$ cat src/rtl/bp_pkg.sv
// Shared branch-predictor update record: field widths, bit offsets and the
// packed struct exchanged between the execute lanes and the predictor complex.
package bp_pkg;

    localparam int TAKEN_W     = 1;
    localparam int CHOOSE_G_W  = 1;
    localparam int META_IDX_W  = 5;
    localparam int GHPT_IDX_W  = 5;
    localparam int GHR_W       = 5;
    localparam int G_BTB_IDX_W = 5;
    localparam int LHR_IDX_W   = 4;
    localparam int LHPT_IDX_W  = 4;
    localparam int L_BTB_IDX_W = 4;
    localparam int TARGET_W    = 32;

    localparam int TARGET_LSB    = 0;
    localparam int L_BTB_IDX_LSB = TARGET_LSB + TARGET_W;
    localparam int LHPT_IDX_LSB  = L_BTB_IDX_LSB + L_BTB_IDX_W;
    localparam int LHR_IDX_LSB   = LHPT_IDX_LSB + LHPT_IDX_W;
    localparam int G_BTB_IDX_LSB = LHR_IDX_LSB + LHR_IDX_W;
    localparam int GHR_LSB       = G_BTB_IDX_LSB + G_BTB_IDX_W;
    localparam int GHPT_IDX_LSB  = GHR_LSB + GHR_W;
    localparam int META_IDX_LSB  = GHPT_IDX_LSB + GHPT_IDX_W;
    localparam int CHOOSE_G_LSB  = META_IDX_LSB + META_IDX_W;
    localparam int TAKEN_LSB     = CHOOSE_G_LSB + CHOOSE_G_W;
    localparam int REC_W         = TAKEN_LSB + TAKEN_W;

    // First member is the MSB, so the layout matches the offsets above.
    typedef struct packed {
        logic                   taken;
        logic                   choose_g;
        logic [META_IDX_W-1:0]  meta_idx;
        logic [GHPT_IDX_W-1:0]  ghpt_idx;
        logic [GHR_W-1:0]       ghr;
        logic [G_BTB_IDX_W-1:0] g_btb_idx;
        logic [LHR_IDX_W-1:0]   lhr_idx;
        logic [LHPT_IDX_W-1:0]  lhpt_idx;
        logic [L_BTB_IDX_W-1:0] l_btb_idx;
        logic [TARGET_W-1:0]    target;
    } bp_update_t;

endpackage

$ cat src/rtl/bp_update_arbiter_if.sv
// Bundle between the two execute lanes, the update arbiter and the predictor
// update port; slave is the arbiter's view, master the surrounding core's.
interface bp_update_arbiter_if #(
    parameter int DEPTH = 4
);
    import bp_pkg::*;

    localparam int CNT_W = $clog2(DEPTH) + 1;

    logic             upd0_valid;
    logic             upd0_mispredict;
    bp_update_t       upd0_rec;
    logic             upd1_valid;
    bp_update_t       upd1_rec;
    logic             pred_ready;
    logic             pred_valid;
    bp_update_t       pred_rec;
    logic             stall;
    logic [CNT_W-1:0] count;
    logic             overflow;

    modport slave (
        input  upd0_valid, upd0_mispredict, upd0_rec, upd1_valid, upd1_rec, pred_ready,
        output pred_valid, pred_rec, stall, count, overflow
    );

    modport master (
        output upd0_valid, upd0_mispredict, upd0_rec, upd1_valid, upd1_rec, pred_ready,
        input  pred_valid, pred_rec, stall, count, overflow
    );

endinterface

$ cat src/rtl/bp_update_fifo2w.sv
// Generic 2-write/1-read FIFO. Writers must already be limited to free space
// and rd_en_i to a non-empty FIFO; the second write lands after the first.
module bp_update_fifo2w #(
    parameter  int DEPTH = 4,
    parameter  int W     = 66,
    localparam int PTR_W = $clog2(DEPTH),
    localparam int CNT_W = PTR_W + 1
) (
    input  logic             clk,
    input  logic             rst_n,
    input  logic             wr0_en_i,
    input  logic [W-1:0]     wr0_data_i,
    input  logic             wr1_en_i,
    input  logic [W-1:0]     wr1_data_i,
    input  logic             rd_en_i,
    output logic [W-1:0]     rd_data_o,
    output logic [CNT_W-1:0] count_o
);

    logic [W-1:0]     mem_q [DEPTH];
    logic [PTR_W-1:0] wr_ptr_q, wr_ptr_d;
    logic [PTR_W-1:0] rd_ptr_q, rd_ptr_d;
    logic [PTR_W-1:0] wr1_ptr_s;
    logic [CNT_W-1:0] count_q, count_d;

    assign wr1_ptr_s = wr_ptr_q + PTR_W'(wr0_en_i);

    // Next pointers and occupancy; pointers wrap naturally at DEPTH.
    always_comb begin
        wr_ptr_d = wr_ptr_q + PTR_W'(wr0_en_i) + PTR_W'(wr1_en_i);
        rd_ptr_d = rd_ptr_q + PTR_W'(rd_en_i);
        count_d  = count_q + CNT_W'(wr0_en_i) + CNT_W'(wr1_en_i) - CNT_W'(rd_en_i);
    end

    // Pointer and occupancy registers.
    always_ff @(posedge clk or negedge rst_n) begin
        if (!rst_n) begin
            wr_ptr_q <= {PTR_W{1'b0}};
            rd_ptr_q <= {PTR_W{1'b0}};
            count_q  <= {CNT_W{1'b0}};
        end else begin
            wr_ptr_q <= wr_ptr_d;
            rd_ptr_q <= rd_ptr_d;
            count_q  <= count_d;
        end
    end

    // Storage carries no reset; its contents are only read while count is non-zero.
    always_ff @(posedge clk) begin
        if (wr0_en_i) begin
            mem_q[wr_ptr_q] <= wr0_data_i;
        end
        if (wr1_en_i) begin
            mem_q[wr1_ptr_s] <= wr1_data_i;
        end
    end

    assign rd_data_o = mem_q[rd_ptr_q];
    assign count_o   = count_q;

endmodule

$ cat src/rtl/bp_update_arbiter.sv
// Serialises dual-lane branch-resolution updates onto the single predictor
// update port: mispredict filter, capacity check, stall and sticky overflow.
module bp_update_arbiter
    import bp_pkg::*;
#(
    parameter int DEPTH = 4
) (
    input  logic                 clk,
    input  logic                 rst_n,
    bp_update_arbiter_if.slave   bus
);

    localparam int CNT_W = $clog2(DEPTH) + 1;
    localparam logic [CNT_W-1:0] ONE_C   = CNT_W'(1);
    localparam logic [CNT_W-1:0] TWO_C   = CNT_W'(2);
    localparam logic [CNT_W-1:0] DEPTH_C = CNT_W'(DEPTH);

    logic             p0_s, p1_s;
    logic             acc0_s, acc1_s, drop_s;
    logic             valid_s, pop_s;
    logic [CNT_W-1:0] count_s, space_s;
    bp_update_t       head_s;
    logic             overflow_q, overflow_d;

    // A lane 1 record behind a mispredicted lane 0 branch is wrong-path.
    assign p0_s    = bus.upd0_valid;
    assign p1_s    = bus.upd1_valid & ~(bus.upd0_valid & bus.upd0_mispredict);
    assign valid_s = (count_s != {CNT_W{1'b0}});
    assign pop_s   = valid_s & bus.pred_ready;
    assign space_s = DEPTH_C - count_s + CNT_W'(pop_s);

    // Accept in program order; when space runs short lane 1 is dropped first.
    always_comb begin
        acc0_s = 1'b0;
        acc1_s = 1'b0;
        if (p0_s) begin
            acc0_s = (space_s >= ONE_C);
            acc1_s = p1_s & (space_s >= TWO_C);
        end else begin
            acc1_s = p1_s & (space_s >= ONE_C);
        end
        drop_s     = (p0_s & ~acc0_s) | (p1_s & ~acc1_s);
        overflow_d = overflow_q | drop_s;
    end

    // Sticky overflow flag, cleared only by reset.
    always_ff @(posedge clk or negedge rst_n) begin
        if (!rst_n) begin
            overflow_q <= 1'b0;
        end else begin
            overflow_q <= overflow_d;
        end
    end

    bp_update_fifo2w #(
        .DEPTH (DEPTH),
        .W     (REC_W)
    ) u_fifo (
        .clk        (clk),
        .rst_n      (rst_n),
        .wr0_en_i   (acc0_s),
        .wr0_data_i (bus.upd0_rec),
        .wr1_en_i   (acc1_s),
        .wr1_data_i (bus.upd1_rec),
        .rd_en_i    (pop_s),
        .rd_data_o  (head_s),
        .count_o    (count_s)
    );

    assign bus.pred_valid = valid_s;
    assign bus.pred_rec   = head_s;
    assign bus.count      = count_s;
    assign bus.overflow   = overflow_q;
    // No pop look-ahead, so a compliant upstream can always land two records.
    assign bus.stall      = ((DEPTH_C - count_s) < TWO_C);

endmodule

$ cat src/flat_wrapper.sv
// flat-port wrapper written by rule: the top's interface ports become plain ports
module bp_update_arbiter_flat import bp_pkg::*;
#(
    parameter int DEPTH = 4
)
  (clk, rst_n, bus_upd0_valid, bus_upd0_mispredict, bus_upd0_rec, bus_upd1_valid, bus_upd1_rec, bus_pred_ready, bus_pred_valid, bus_pred_rec, bus_stall, bus_count, bus_overflow);
  bp_update_arbiter_if #(.DEPTH(DEPTH)) bus_i ();
  input  logic clk;
  input  logic rst_n;
  input wire logic [$bits(bus_i.upd0_valid)-1:0] bus_upd0_valid;
  input wire logic [$bits(bus_i.upd0_mispredict)-1:0] bus_upd0_mispredict;
  input wire logic [$bits(bus_i.upd0_rec)-1:0] bus_upd0_rec;
  input wire logic [$bits(bus_i.upd1_valid)-1:0] bus_upd1_valid;
  input wire logic [$bits(bus_i.upd1_rec)-1:0] bus_upd1_rec;
  input wire logic [$bits(bus_i.pred_ready)-1:0] bus_pred_ready;
  output wire logic [$bits(bus_i.pred_valid)-1:0] bus_pred_valid;
  output wire logic [$bits(bus_i.pred_rec)-1:0] bus_pred_rec;
  output wire logic [$bits(bus_i.stall)-1:0] bus_stall;
  output wire logic [$bits(bus_i.count)-1:0] bus_count;
  output wire logic [$bits(bus_i.overflow)-1:0] bus_overflow;
  assign bus_i.upd0_valid = bus_upd0_valid;
  assign bus_i.upd0_mispredict = bus_upd0_mispredict;
  assign bus_i.upd0_rec = bus_upd0_rec;
  assign bus_i.upd1_valid = bus_upd1_valid;
  assign bus_i.upd1_rec = bus_upd1_rec;
  assign bus_i.pred_ready = bus_pred_ready;
  assign bus_pred_valid = bus_i.pred_valid;
  assign bus_pred_rec = bus_i.pred_rec;
  assign bus_stall = bus_i.stall;
  assign bus_count = bus_i.count;
  assign bus_overflow = bus_i.overflow;
  bp_update_arbiter #(.DEPTH(DEPTH)) u_core (.clk(clk), .rst_n(rst_n), .bus(bus_i));
endmodule
$ cat config.mk
export PLATFORM = sky130hd
export DESIGN_NAME = bp_update_arbiter_flat
export DESIGN_NICKNAME = d
export VERILOG_FILES = /design/src/rtl/bp_pkg.sv /design/src/rtl/bp_update_arbiter_if.sv /design/src/rtl/bp_update_fifo2w.sv /design/src/rtl/bp_update_arbiter.sv /design/src/flat_wrapper.sv
export SDC_FILE = /design/constraint.sdc
export NUM_CORES = 1
export LEC_CHECK = 0
export CAP_MARGIN = 20
export CORE_MARGIN = 4
export CORE_UTILIZATION = 45
export CTS_CLUSTER_SIZE = 14
export DETAILED_ROUTE_END_ITERATION = 8
export PLACE_DENSITY = 0.69
export SLEW_MARGIN = 15
export SYNTH_ARGS = -nofsm -noshare
export SYNTH_HDL_FRONTEND = slang
export SYNTH_SLANG_ARGS = --single-unit
$ cat constraint.sdc
create_clock -name clk -period 12.4 [get_ports clk]
set_input_delay 2.48 -clock clk [delete_from_list [all_inputs] [get_ports clk]]
set_output_delay 2.48 -clock clk [all_outputs]
set_load 0.02 [all_outputs]
Word level (Yosys, flattened, before mapping)
Memory sizes are Yosys's and may differ from the RTL's.
Cells that the tools add are included.
{"block": "classes", "reduce_logical": 1, "addsub": 8, "muxes": 6, "n_bitwise": 12, "n_lt_le_gt_ge": 3}
{"cell": "3-bit by 1-bit adder with 3-bit output", "count": 3}
{"cell": "1-bit bitwise AND", "count": 7}
{"cell": "2-bit by 1-bit adder with 2-bit output", "count": 3}
{"cell": "1-bit two-way mux", "count": 6}
{"cell": "3-bit by 1-bit >= comparator with 1-bit output (second input constant)", "count": 1}
{"cell": "3-bit by 2-bit >= comparator with 1-bit output (second input constant)", "count": 1}
{"cell": "3-bit by 2-bit less-than comparator with 1-bit output (second input constant)", "count": 1}
{"cell": "1-bit NOT", "count": 3}
{"cell": "3-bit nonzero test", "count": 1}
{"cell": "3-bit by 1-bit subtractor with 3-bit output", "count": 1}
{"cell": "3-bit subtractor (first input constant)", "count": 1}
{"cell": "1-bit bitwise OR", "count": 2}
{"block": "word_totals", "ram_bits": 264, "wordCells": 35, "mem_count": 1, "out_inout_bits": 72, "register_bits": 8}
{"memory": "u_core.u_fifo.mem_q", "depth": 4, "width": 66, "read_ports": 1, "rd_ports_with_merged_regs": 0, "write_ports": 2, "line_no": "bp_update_fifo2w.sv:20", "source": "logic [W-1:0] mem_q [DEPTH];"}

Depth between registers and ports, before layout
{"block": "logic_depth", "ltp_word": 10, "ltp_mapped": 18, "ltp_nobuf": 15}

Hierarchy
Synthesis repeated with hierarchy kept, for this count alone.
{"block": "hier_totals", "cells_unflattened": 694, "hier_area_um2": 13305.3}
{"module": "bp_update_fifo2w", "area_per_inst_um2": 13133.8, "cells_per_inst": 672, "seq_area_each_um2": 8102.8, "n_inst": 1}
{"module": "bp_update_arbiter", "area_per_inst_um2": 171.4, "cells_per_inst": 22, "seq_area_each_um2": 25.0, "n_inst": 1}

Least setup slack after synthesis
OpenSTA, ideal clock, no wires.
{"block": "synth_path", "path_kind": "input-to-reg", "startpoint": "input bus_pred_ready", "endpoint": "memory u_core.u_fifo.mem_q[0][0], enable pin", "stages": 13, "arrival_ns": 7.684, "slack_ns": 4.218, "setup_time_ns": 0.498, "required_ns": 11.902, "path_cell_list": "nor2b_1 -> buf_2 -> and2_1 -> ha_1 -> xnor2_1 -> nor2_1 -> and2_1 -> nor2_1 -> ha_1 -> xnor2_1 -> nand2b_1 -> o32ai_1 -> nor2b_1"}
{"element": "from (decl)", "line_no": "flat_wrapper.sv:15", "source": "input wire logic [$bits(bus_i.pred_ready)-1:0] bus_pred_ready;"}
{"element": "to (decl)", "line_no": "bp_update_fifo2w.sv:20"}

==> flow_metrics.py <==
metrics = {
    "outcome": {
        "outcome": "complete, no violations",
    },
    "sta": {
        "slew_viol_final": 0,
        "finalHoldViolCount": 0,
        "fin_ws_ps": 4534,
        "worstMarginPinSlew_ps": 1059,
        "period_needed_ps": 7866,
        "max_freq_ghz": 0.1271,
        "slew_headroom_pct": 29.43,
        "tns_ps": 0,
        "finalSetupViolCount": 0,
        "rsz0062_at_grt": "false",
        "fin_crit_sh_pct": 63.43,
        "finClkSkew_ps": 18.88,
    },
    "placed_design": {
        "place_ws_ps": 3955,
        "gp_congestion": 0.7477,
        "dp.cells": 1275,
        "place_hpwl_mm": 18.41,
        "dpl_cell_area_mm2": 0.01638,
        "portBuffers": 209,
    },
    "layout": {
        "stdcell_area_mm2": 0.01736,
        "drive_gt1_share_pct": 42.98,
        "area_delta_synth_final_pct": 24.31,
        "final_cells": 1330,
        "n_fill_cell": 2389,
        "register_area_mm2": 0.008135,
        "finalNetCount": 1056,
        "multi_input_area_mm2": 0.005544,
    },
    "global_route": {
        "grt_pass1_vias": 7731,
        "grt-ovfl-total": 0,
        "antenna_found_initial": 5,
        "grtUsageTotal_pct": 17.71,
        "grt_start_max_net_pins": 68,
        "grt_pass1_wl_mm": 45.99,
    },
    "clock_tree": {
        "path_clk_slew_ps": 60,
        "clk_latency_ps": 550,
        "cts_buffers": 29,
        "cts-resized-gates": 0,
        "postCtsSetupBuffers": 0,
        "cts_hold_buffers": 0,
        "cts_tree": "done",
        "cts.sinks": 272,
        "clockBufferDepth": 3,
        "cts_root_buffer": "clkbuf_16",
        "h-tree-depth": 1,
    },
    "die": {
        "fp.dieW_um": 184.2,
        "rows": 64,
        "core_area_mm2": 0.03059,
        "ios": 210,
        "start_util_pct": 45.65,
        "dieHeight_um": 184.2,
        "die_area_mm2": 0.03391,
    },
    "worst_setup_path": {
        "r2r_start": "u_core.u_fifo.count_o[0]$_DFF_PN0_",
        "cp-end-kind": "flip-flop",
        "reg2reg_to": "u_core.u_fifo.mem_q[3][0]$_DFFE_PP_",
        "required_ps": 12700,
        "worstSetupStartpointType": "input pin",
        "cp-startpoint": "bus_pred_ready",
        "worstSetupPathType": "input pin to flip-flop",
        "reg2regPathDepth": 16,
        "regToRegSetupSlack_ps": 6000,
        "cp-endpoint": "u_core.u_fifo.mem_q[3][0]$_DFFE_PP_",
        "critPathMaxFanout": 37,
        "arrival_ps": 8160,
    },
    "yosys": {
        "yosysSeqAreaShare_pct": 58.21,
        "synthCells": 701,
        "syn_avg_cell_area_um2": 19.92,
        "synthesis.area_mm2": 0.01396,
        "ys_types": 30,
        "synth-seq-cells": 272,
        "syn_nets": 846,
        "yosysWarnings": 0,
    },
    "min_path": {
        "worstHoldPathType": "flip-flop to flip-flop",
        "min-delay-start": "u_core.bus.overflow$_DFF_PN0_",
    },
    "power": {
        "clock_power_share_pct": 17.2,
        "seq_power_share_pct": 35.1,
        "finalPower_mw": 4.991,
        "netSwitchingFraction_pct": 34.53,
        "leakagePower_nw": 5.992,
        "comb_power_share_pct": 47.6,
        "p_int_mw": 3.267,
        "ir_worst_vdd_uv": 173.4,
        "p_switching_mw": 1.723,
        "powerDensity_mw_per_mm2": 287.5,
    },
    "job": {
        "cap_violations": 0,
    },
    "routing": {
        "dr.pass1.iters": 4,
        "drc": 0,
        "antenna_left": 0,
        "routedWlPerCell_um": 23.12,
        "drtIter0Drc": 319,
        "wirelength_mm": 30.74,
        "vias_per_cell": 5.402,
        "num_vias": 7185,
    },
}
==> cells in the final DEF, fill, tap and decap left out, types with 6 or more instances in the layout <==
master | netlist | final
buf_4 | 0 | 13
clkbuf_16 | 0 | 29
clkdlybuf4s50_1 | 0 | 209
clkinv_1 | 0 | 6
clkinv_2 | 0 | 8
dfrtp_1 | 8 | 6
edfxtp_1 | 264 | 264
mux2_2 | 104 | 104
mux2_4 | 160 | 160
mux4_2 | 66 | 66
xnor2_1 | 6 | 6
==> power by group through the flow <==
stage                     Combinational, mW  Clock [mW]  Sequential, mW
after floorplan                        1.61           0            1.72
after CTS                              2.38       0.880            1.80
after detailed placement               2.37           0            1.82
final                                  2.38       0.860            1.75
after global routing                   2.52       0.919            1.80
after global placement                 2.36           0            1.81
==> synth_stat cells <==
cell	instances	area (um2)
clkbuf_1	4	15.01
inv_1	4	15.01
buf_1	6	22.52
inv_2	1	3.750
fa_1	2	40.04
o311ai_4	1	26.28
mux2_2	104	1171
a31oi_1	1	6.260
dfrtp_1	8	200.2
buf_2	14	70.07
nand2b_1	2	12.51
edfxtp_1	264	7928
o22a_1	2	17.52
a211oi_2	4	50.05
ha_1	5	62.56
nor2b_1	5	31.28
and2_1	2	12.51
xor2_1	2	17.52
xnor2_1	6	52.55
o32ai_1	1	8.760
mux2_4	160	2402
o21ai_0	4	20.02
mux4_2	66	1486
nor2_1	4	15.01
nand3_1	1	5.000
nand2_1	5	18.77
xnor2_2	1	16.27
or2_1	1	6.260
buf_6	20	225.2
a21oi_1	1	5.000
==> per-stage QoR <==
step / utilization [%] / hold slack (ps)
detailed placement: 53.56 / 481.5
global route: 56.74 / 525.9
floorplan: - / 578.3
CTS: 56.65 / 495.8
finish: 56.74 / 494.9
global placement: 53.56 / 469.3
==> critical path: stages <==
cell,delay [ps]
clkdlybuf4s50_1,450
nor2b_1,470
and2_1,210
ha_1,270
nor2_1,700
and2_1,520
nor2_1,150
ha_1,220
xnor2_1,180
nand2b_1,220
a211oi_4,600
buf_4,470
buf_4,740
mux2_2,410
==> registers in the layout, indices dropped and copies added, names as in the netlist <==
name / count
u_core.bus.overflow: 1
u_core.u_fifo.wr_ptr_q: 2
u_core.u_fifo.mem_q: 264
u_core.u_fifo.rd_ptr_q: 2
u_core.u_fifo.count_o: 3
==> worst min path at each step <==
stage	slack, ps	to	cells past startpoint
floorplan	580	u_core.bus.overflow$_DFF_PN0_	2
global placement	470	u_core.bus.overflow$_DFF_PN0_	2
finish	490	u_core.bus.overflow$_DFF_PN0_	2
detailed placement	480	u_core.bus.overflow$_DFF_PN0_	2
global route	530	u_core.bus.overflow$_DFF_PN0_	2
CTS	500	u_core.bus.overflow$_DFF_PN0_	2
==> cells by family after synthesis <==
group / Yosys count / share of synthesized area (%)
AO/OA/AOI/OAI: 14 / 0.9589
AND/OR/NAND/NOR: 20 / 0.7258
adder cells (fa/ha/maj): 7 / 0.7348
buffers and inverters: 49 / 2.518
XOR/XNOR: 9 / 0.6183
multiplexers: 330 / 36.24
flip-flops: 272 / 58.21
==> layer usage <==
layer | GRT usage, % | vias up | part of all wire, %
li1 | - | 3279 | -
met1 | 22.84 | 3661 | 41
met2 | 31.37 | 187 | 51
met3 | 3.651 | 50 | 5.6
met4 | 3.342 | 8 | 1.9
met5 | 0 | - | 0.12
==> area by class of cell <==
cell class              count  share of cell area, %
diodes                      1                0.01442
clock buffers              32                  4.246
clock inverters            21                  1.197
inverters                   5                 0.1081
multi-input cells         380                  31.94
flip-flops and latches    272                  46.87
well taps                 396                  2.854
repair buffers            223                  12.77
Note: power is estimated with default switching activity, not from simulation.
